### config.mk
export PLATFORM = sky130hd
export DESIGN_NAME = uart_tx
export DESIGN_NICKNAME = d
export VERILOG_FILES = /design/src/rtl/uart_pkg.sv /design/src/rtl/baud_tick.sv /design/src/rtl/uart_tx.sv
export SDC_FILE = /design/constraint.sdc
export NUM_CORES = 1
export LEC_CHECK = 0
export ABC_AREA = 1
export BUFFER_PORTS_ARGS = -buffer_cell sky130_fd_sc_hd__buf_2
export CAP_MARGIN = 0
export CELL_PAD_IN_SITES_DETAIL_PLACEMENT = 1
export CELL_PAD_IN_SITES_GLOBAL_PLACEMENT = 1
export CORE_MARGIN = 2
export CORE_UTILIZATION = 46
export DETAILED_ROUTE_END_ITERATION = 7
export GPL_ROUTABILITY_DRIVEN = 1
export PLACE_DENSITY = 0.89
export SETUP_SLACK_MARGIN = 0.3
export SYNTH_ARGS = -nofsm -noshare
export SYNTH_HDL_FRONTEND = slang
export SYNTH_SLANG_ARGS = --single-unit
### constraint.sdc
create_clock -name clk -period 2.8 [get_ports clk]
set_clock_uncertainty 0.15 [all_clocks]
set_input_delay 0.42 -clock clk [delete_from_list [all_inputs] [get_ports clk]]
set_output_delay 0.42 -clock clk [all_outputs]
set_load 0.01 [all_outputs]
### src/rtl/uart_pkg.sv
// Shared UART definitions: state encoding, parity modes and default bit timing.
// Reused by the transmitter today and the receiver later.
package uart_pkg;

  localparam int CLKS_PER_BIT_DEF = 434;

  localparam int PAR_NONE = 0;
  localparam int PAR_EVEN = 1;
  localparam int PAR_ODD  = 2;

  typedef enum logic [2:0] {
    ST_IDLE,
    ST_START,
    ST_DATA,
    ST_PARITY,
    ST_STOP
  } tx_state_t;

  // Even mode makes the total number of ones even; odd mode inverts that bit.
  function automatic logic parity_of(input logic [7:0] b, input int mode);
    return (^b) ^ (mode == PAR_ODD);
  endfunction

endpackage

### src/rtl/baud_tick.sv
// Bit-period counter: counts 0..CLKS_PER_BIT-1, wraps, and flags the last cycle.
// A synchronous clear holds it at zero.
module baud_tick #(
  parameter int CLKS_PER_BIT = 434
) (
  input  logic clk,
  input  logic rstn,
  input  logic clr_i,
  output logic tick_o
);

  localparam int            W    = $clog2(CLKS_PER_BIT);
  localparam logic [W-1:0]  LAST = W'(CLKS_PER_BIT - 1);

  logic [W-1:0] cnt_q, cnt_d;

  assign tick_o = (cnt_q == LAST);

  always_comb begin
    // NOTE: a default assignment comes first so this block can never infer a latch.
    cnt_d = cnt_q + W'(1);
    if (clr_i || tick_o) cnt_d = '0;
  end

  always_ff @(posedge clk or negedge rstn) begin
    if (!rstn) cnt_q <= '0;
    else       cnt_q <= cnt_d;
  end

endmodule

### src/rtl/uart_tx.sv
// UART transmitter: start bit, 8 data bits LSB first, optional parity, 1 or 2
// stop bits. A start in the final stop cycle chains the next frame with no gap.
module uart_tx
  import uart_pkg::*;
#(
  parameter int CLKS_PER_BIT = CLKS_PER_BIT_DEF,
  parameter int PARITY       = PAR_NONE,
  parameter int STOP_BITS    = 1
) (
  input  logic       clk,
  input  logic       rstn,
  input  logic       start,
  input  logic [7:0] data,
  output logic       tx,
  output logic       busy,
  output logic       ready,
  output logic       done,
  output logic       drop
);

  localparam logic HAS_PAR   = (PARITY != PAR_NONE);
  localparam logic LAST_STOP = (STOP_BITS == 2);

  tx_state_t  state_q;
  logic [7:0] shreg_q;
  logic       par_q;
  logic [2:0] idx_q;
  logic       stop_q;
  logic       tx_q, busy_q, drop_q;

  logic tick, last_stop, accept, timer_clr;

  // Every non-idle transition happens on the terminal count, where the timer
  // wraps to zero by itself; holding it clear in IDLE covers frame entry.
  assign timer_clr = (state_q == ST_IDLE);

  baud_tick #(.CLKS_PER_BIT(CLKS_PER_BIT)) u_baud (
    .clk   (clk),
    .rstn  (rstn),
    .clr_i (timer_clr),
    .tick_o(tick)
  );

  assign last_stop = (state_q == ST_STOP) && tick && (stop_q == LAST_STOP);
  assign ready     = (state_q == ST_IDLE) || last_stop;
  assign done      = last_stop;
  assign accept    = start && ready;

  assign tx   = tx_q;
  assign busy = busy_q;
  assign drop = drop_q;

  always_ff @(posedge clk or negedge rstn) begin
    if (!rstn) begin
      state_q <= ST_IDLE;
      shreg_q <= '0;
      par_q   <= 1'b0;
      idx_q   <= '0;
      stop_q  <= 1'b0;
      tx_q    <= 1'b1;
      busy_q  <= 1'b0;
      drop_q  <= 1'b0;
    end else begin
      // NOTE: sequential state uses non-blocking assignments so every flop samples pre-edge values.
      drop_q <= start && !ready;
      if (accept) begin
        // Same-cycle capture: the source changes data on the very next cycle.
        shreg_q <= data;
        par_q   <= parity_of(data, PARITY);
        idx_q   <= '0;
        stop_q  <= 1'b0;
        state_q <= ST_START;
        tx_q    <= 1'b0;
        busy_q  <= 1'b1;
      end else begin
        case (state_q)
          ST_IDLE: begin
            tx_q   <= 1'b1;
            busy_q <= 1'b0;
          end
          ST_START: begin
            if (tick) begin
              state_q <= ST_DATA;
              tx_q    <= shreg_q[0];
            end
          end
          ST_DATA: begin
            if (tick) begin
              if (idx_q == 3'd7) begin
                if (HAS_PAR) begin
                  state_q <= ST_PARITY;
                  tx_q    <= par_q;
                end else begin
                  state_q <= ST_STOP;
                  stop_q  <= 1'b0;
                  tx_q    <= 1'b1;
                end
              end else begin
                idx_q   <= idx_q + 3'd1;
                shreg_q <= {1'b0, shreg_q[7:1]};
                tx_q    <= shreg_q[1];
              end
            end
          end
          ST_PARITY: begin
            if (tick) begin
              state_q <= ST_STOP;
              stop_q  <= 1'b0;
              tx_q    <= 1'b1;
            end
          end
          ST_STOP: begin
            if (tick) begin
              if (stop_q == LAST_STOP) begin
                state_q <= ST_IDLE;
                busy_q  <= 1'b0;
              end else begin
                stop_q <= 1'b1;
              end
            end
          end
          default: begin
            state_q <= ST_IDLE;
            tx_q    <= 1'b1;
            busy_q  <= 1'b0;
          end
        endcase
      end
    end
  end

endmodule

---- Word level (Yosys, flattened, before mapping) ----
Index checks and enable logic that the tools add are counted.
word-level totals
  memory bits (writable) .................. 0
  register bits after elaboration ......... 27
  output and inout port bits .............. 5
  logic and storage cells ................. 78
  memories kept ........................... 0
  input bits .............................. 11
  ROM bits ................................ 0
  latch bits .............................. 0
cells by class
  bitwise logic cells ..................... 1
  div/mod/pow operators ................... 0
  multipliers ............................. 0
  add/subtract/negate cells ............... 2
  shift-type cells ........................ 0
  equality and inequality tests ........... 16
  magnitude comparators ................... 0
  reduce and logical (&&, ||, !) cells .... 17
  muxes and demuxes ....................... 34
operators by type and width
  cell                   count
  $mux W3                11
  $mux W8                4
  $ne A3 B3 Y1 const B   6
  $pmux W3 S5            1
  $mux W1                14
  $add A9 B1 Y9 const B  1
  $eq A9 B9 Y1 const B   1
  $mux W9                1
  $reduce_and A7 Y1      1
  $eq A3 B2 Y1 const B   2
  $eq A3 B3 Y1 const B   2
  $ne A2 B2 Y1 const B   3
  $reduce_and A3 Y1      2
  $reduce_and A5 Y1      1
  $logic_and A1 B1 Y1    4
  $pmux W1 S4            1
  $reduce_and A4 Y1      1
  $reduce_bool A2 Y1     2
  $reduce_bool A4 Y1     1
  $add A3 B1 Y3 const B  1
  $eq A3 B1 Y1 const B   1
  $logic_not A3 Y1       1
  $pmux W1 S3            1
  $reduce_or A3 Y1       1
  5 further kinds        6

---- Depth between registers and ports, before layout ----
  depth in word-level cells ............... 7
  depth in mapped cells ................... 12
  mapped depth without buffers ............ 11

---- Modules after synthesis ----
Synthesis repeated with hierarchy kept, for this count alone.
second synthesis, totals
  cell total of the unflattened synthesis .. 188
  area, all modules ....................... 1432.6 µm²
by module, submodules not included
  module     cells each  instances  area each (µm²)  seq. area each (µm²)
  uart_tx    120         1          929.6            426.7
  baud_tick  68          1          503.0            225.2

---- Worst setup path after synthesis ----
OpenSTA, ideal clock, no wires.
  path type ............................... register -> output
  start point ............................. reg u_baud.cnt_q[1]
  end point ............................... out ready
  path buffers ............................ 1
  setup slack ............................. 1.112 ns
  arrival time ............................ 1.118 ns
  required time ........................... 2.230 ns
  stages on the path, launching flop included .. 8
  path through ............................ dfrtp_1 -> inv_1 -> ha_1 -> nand2_1 -> nor2_4 -> nand3_2 -> nand2_4 -> buf_6
on the way
  word-level cells in the longest chain between the ends .. 4
RTL lines
  element                           line             source
  from (decl)                       baud_tick.sv:15  logic [W-1:0] cnt_q, cnt_d;
  from (signal assigned)            baud_tick.sv:27  else cnt_q <= cnt_d;
  $eq A9 B9 Y1                      baud_tick.sv:17  assign tick_o = (cnt_q == LAST);
  $logic_and A1 B1 Y1 (2 in a row)  uart_tx.sv:44    assign last_stop = (state_q == ST_STOP) && tick && (stop_q == LAST_STOP);
  $logic_or A1 B1 Y1                uart_tx.sv:45    assign ready = (state_q == ST_IDLE) || last_stop;
  to (decl)                         uart_tx.sv:16    output logic ready,
Every way passes these cells.

---- Worst setup path after layout ----
Ends and elaborated chain as after synthesis.

==> results.txt <==
leading cell type in the layout, fill and taps excluded: sky130_fd_sc_hd__nand2_1
total half-perimeter wirelength after legalization and detailed placement: 2324 um
cell row count: 20
initial antenna violation count: 0
unrepaired setup endpoints after global routing: no
highest routed metal layer: met4
wire length on met1: 1455 um
wire length after detailed routing: 3155 um
worst-case headroom to the max-slew limit: 0.6100
number of buffers added by the clock tree synthesis step: 3
most frequent cells in the layout: 54 x sky130_fd_sc_hd__nand2_1, 25 x sky130_fd_sc_hd__dfrtp_1, 16 x sky130_fd_sc_hd__inv_1, 15 x sky130_fd_sc_hd__buf_2, 14 x sky130_fd_sc_hd__nand3_1
final setup TNS: 0 ns
Tcrit/Tclk final: 0.8026
Netlist Area Pre-Place: 0.001454 mm2
ANT cells: 0
share of the synthesized area in the top cell type: 0.4303
cell area reported after detailed placement: 0.001516 mm2
min Tclk post-route: 2.247 ns
P&R area growth vs syn: 8.606%
end of the worst register-to-register path: idx_q[2]
utilization of the core after routing: 0.5215
Worst Path Max Fanout: 11
top cells by area, synth: sky130_fd_sc_hd__dfrtp_1 43%, sky130_fd_sc_hd__nand2_1 14%, sky130_fd_sc_hd__nand3_1 4.8%
capturing instance or port of the critical path: ready
wire length of the first global-routing pass: 5388 um
number of nets in the final layout: 208
leakage: 0.8341 nW
global-route total usage across every layer: 0.1996
final-report setup violation count: 0
maximum buffer depth of the clock tree: 2
input/output buffers: 15
Clock Sink Count: 26
CTS tree: built
number of filler cells placed in the layout: 375
length in cells of the worst reg-to-reg path: 10
Cells on Worst Hold Path: 3
root buffer selected by CTS: sky130_fd_sc_hd__clkbuf_4
Vias: 1183
H-tree Lvls: 1
average vias per placed instance: 5.013
Pwr per Cell Area: 867.9 mW/mm2
fraction of layout cells with a size suffix above 1: 0.1927
initial cell density of the core: 0.4802
share of synthesized area occupied by flip-flops and latches: 0.4484
Syn Inst Count: 178
timing startpoint of the critical path: u_baud.cnt_q[1]
Yosys top cell by area: sky130_fd_sc_hd__dfrtp_1
area of the placeable core: 0.003028 mm2
WP data arrival: 1.68 ns
Post-Synthesis Net Count: 193
drt pass-1 iters: 4
synthesis warning total: 0
FF+latch count, synth: 26
Worst Setup Path Type: flip-flop to output pin
status: completed
Die Height: 60.22 um
reg-to-reg startpoint: idx_q[0]
Tightest Pin Transition: 0.5850 ns
Routed Antenna Nets: 0
via count of the first global-routing pass: 1215
Syn Area/Cell: 8.168 um2
kind of launch point of the worst setup path: flip-flop
Avg WL per Cell: 13.37 um
Final Slew Violations: 0
worst min path class: input port to flip-flop
number of ports placed on the die boundary: 16
worst slack on hold paths: 0.1617 ns
number of library cell types mapped by synthesis: 24
total count of hold-check failures in the final report: 0
pin count of the biggest net entering global routing: 27
drt initial violations: 33
Layout Cell Area excl Fill: 0.001579 mm2
area of the die: 0.003626 mm2
VDD IR max: 0.4096 mV
Data required, critical path: 2.23 ns
final global-route overflow total: 0
wire length on met3: 70 um
routed wl met2: 1612 um
total setup buffers inserted after CTS: 0
element type at the critical path end: output pin
Clock Latency Late Sink: 0.33 ns
weighted congestion at the end of routability-driven global placement: 0.8133
floorplan die width: 60.22 um
remaining design rule violation count: 0
max-cap violation count: 0
max frequency: 445.0 MHz
clock transition time at the flip-flop clock pins of the worst setup and hold paths: 0.15 ns
CTS-repair resized insts: 0
setup slack of the most critical reg-to-reg path: 0.86 ns
-- cells in the mapped netlist, drive strengths merged --
| cell | count |
|---|---|
| nand2 | 59 |
| dfrtp | 25 |
| inv | 20 |
| nor2 | 18 |
| nand3 | 16 |
| nand3b | 8 |
| o21ai | 7 |
| a21oi | 6 |
| buf | 6 |
| ha | 4 |
| nor3 | 2 |
| and2 | 1 |
| dfstp | 1 |
| nand4 | 1 |
| nor3b | 1 |
| o21bai | 1 |
| o22ai | 1 |
| or2 | 1 |
-- registers in the layout (all words and copies together), names as in the netlist --
name and count:
busy 1, drop 1, idx_q 3, shreg_q 8
state_q 3, tx 1, u_baud.cnt_q 9
-- routing by layer --
metal | vias to the layer above | GRT usage
met5 | - | 0
met4 | 0 | 0.06667
met3 | 2 | 0.01948
met2 | 16 | 0.3525
met1 | 575 | 0.2524
li1 | 590 | -
-- final cells by class --
| cell class | count | area [um2] | share of cell area |
|---|---|---|---|
| Clock buffer | 3 | 22.52 | 0.01426 |
| Clock inverter | 1 | 30.03 | 0.01902 |
| Inverter | 20 | 75.07 | 0.04754 |
| Multi-Input combinational cell | 126 | 659.4 | 0.4176 |
| Sequential cell | 26 | 651.9 | 0.4128 |
| Tap cell | 44 | 55.05 | 0.03487 |
| Timing Repair Buffer | 16 | 85.08 | 0.05388 |
-- per-stage QoR --
stage | setup slack [ns] | power, W | cells
after floorplan | 1.112 | 0.0009994 | 178
after global placement | 0.9733 | 0.001083 | 231
after detailed placement | 0.9014 | 0.001116 | 231
after CTS | 0.5309 | 0.001383 | 236
after global routing | 0.4289 | 0.001491 | 236
final | 0.5526 | 0.001370 | 236
-- report_power, final --
part / internal, W / switching [W]
Sequential: 0.000500 / 0.0000929
Clock: 0.000145 / 0.000120
Combinational: 0.000181 / 0.000331
Total: 0.000826 / 0.000545
-- timing repair --
item	4_1_cts	5_1_grt
hold buffers	1	0
hold endpoints to repair	25	0
endpoints found under the setup margin	0	0
-- cell families after synthesis --
family | count (synthesis) | synth area share
buf+inv | 26 | 0.09810
simple gates | 107 | 0.3649
fa+ha+maj | 4 | 0.03442
flops | 26 | 0.4484
compound gates | 15 | 0.05422
-- worst min path at each step --
| stage | slack, ns | end | start |
|---|---|---|---|
| after floorplan | -0.03 | busy | rstn |
| after CTS | 0.16 | shreg_q[7] | data[7] |
| final | 0.16 | shreg_q[7] | data[7] |
| after detailed placement | 0.31 | u_baud.cnt_q[0] | rstn |
| after global routing | 0.18 | shreg_q[7] | data[7] |
| after global placement | 0.30 | u_baud.cnt_q[2] | rstn |
-- critical path: stages (launching register included) --
cell and delay, ns:
sky130_fd_sc_hd__dfrtp_1 0.44, sky130_fd_sc_hd__inv_1 0.07, sky130_fd_sc_hd__ha_1 0.13, sky130_fd_sc_hd__nand2_1 0.09, sky130_fd_sc_hd__nor2_4 0.17, sky130_fd_sc_hd__nand3_2 0.13
sky130_fd_sc_hd__nand2_4 0.16, sky130_fd_sc_hd__buf_2 0.16
(Power assumes the default switching activity.)
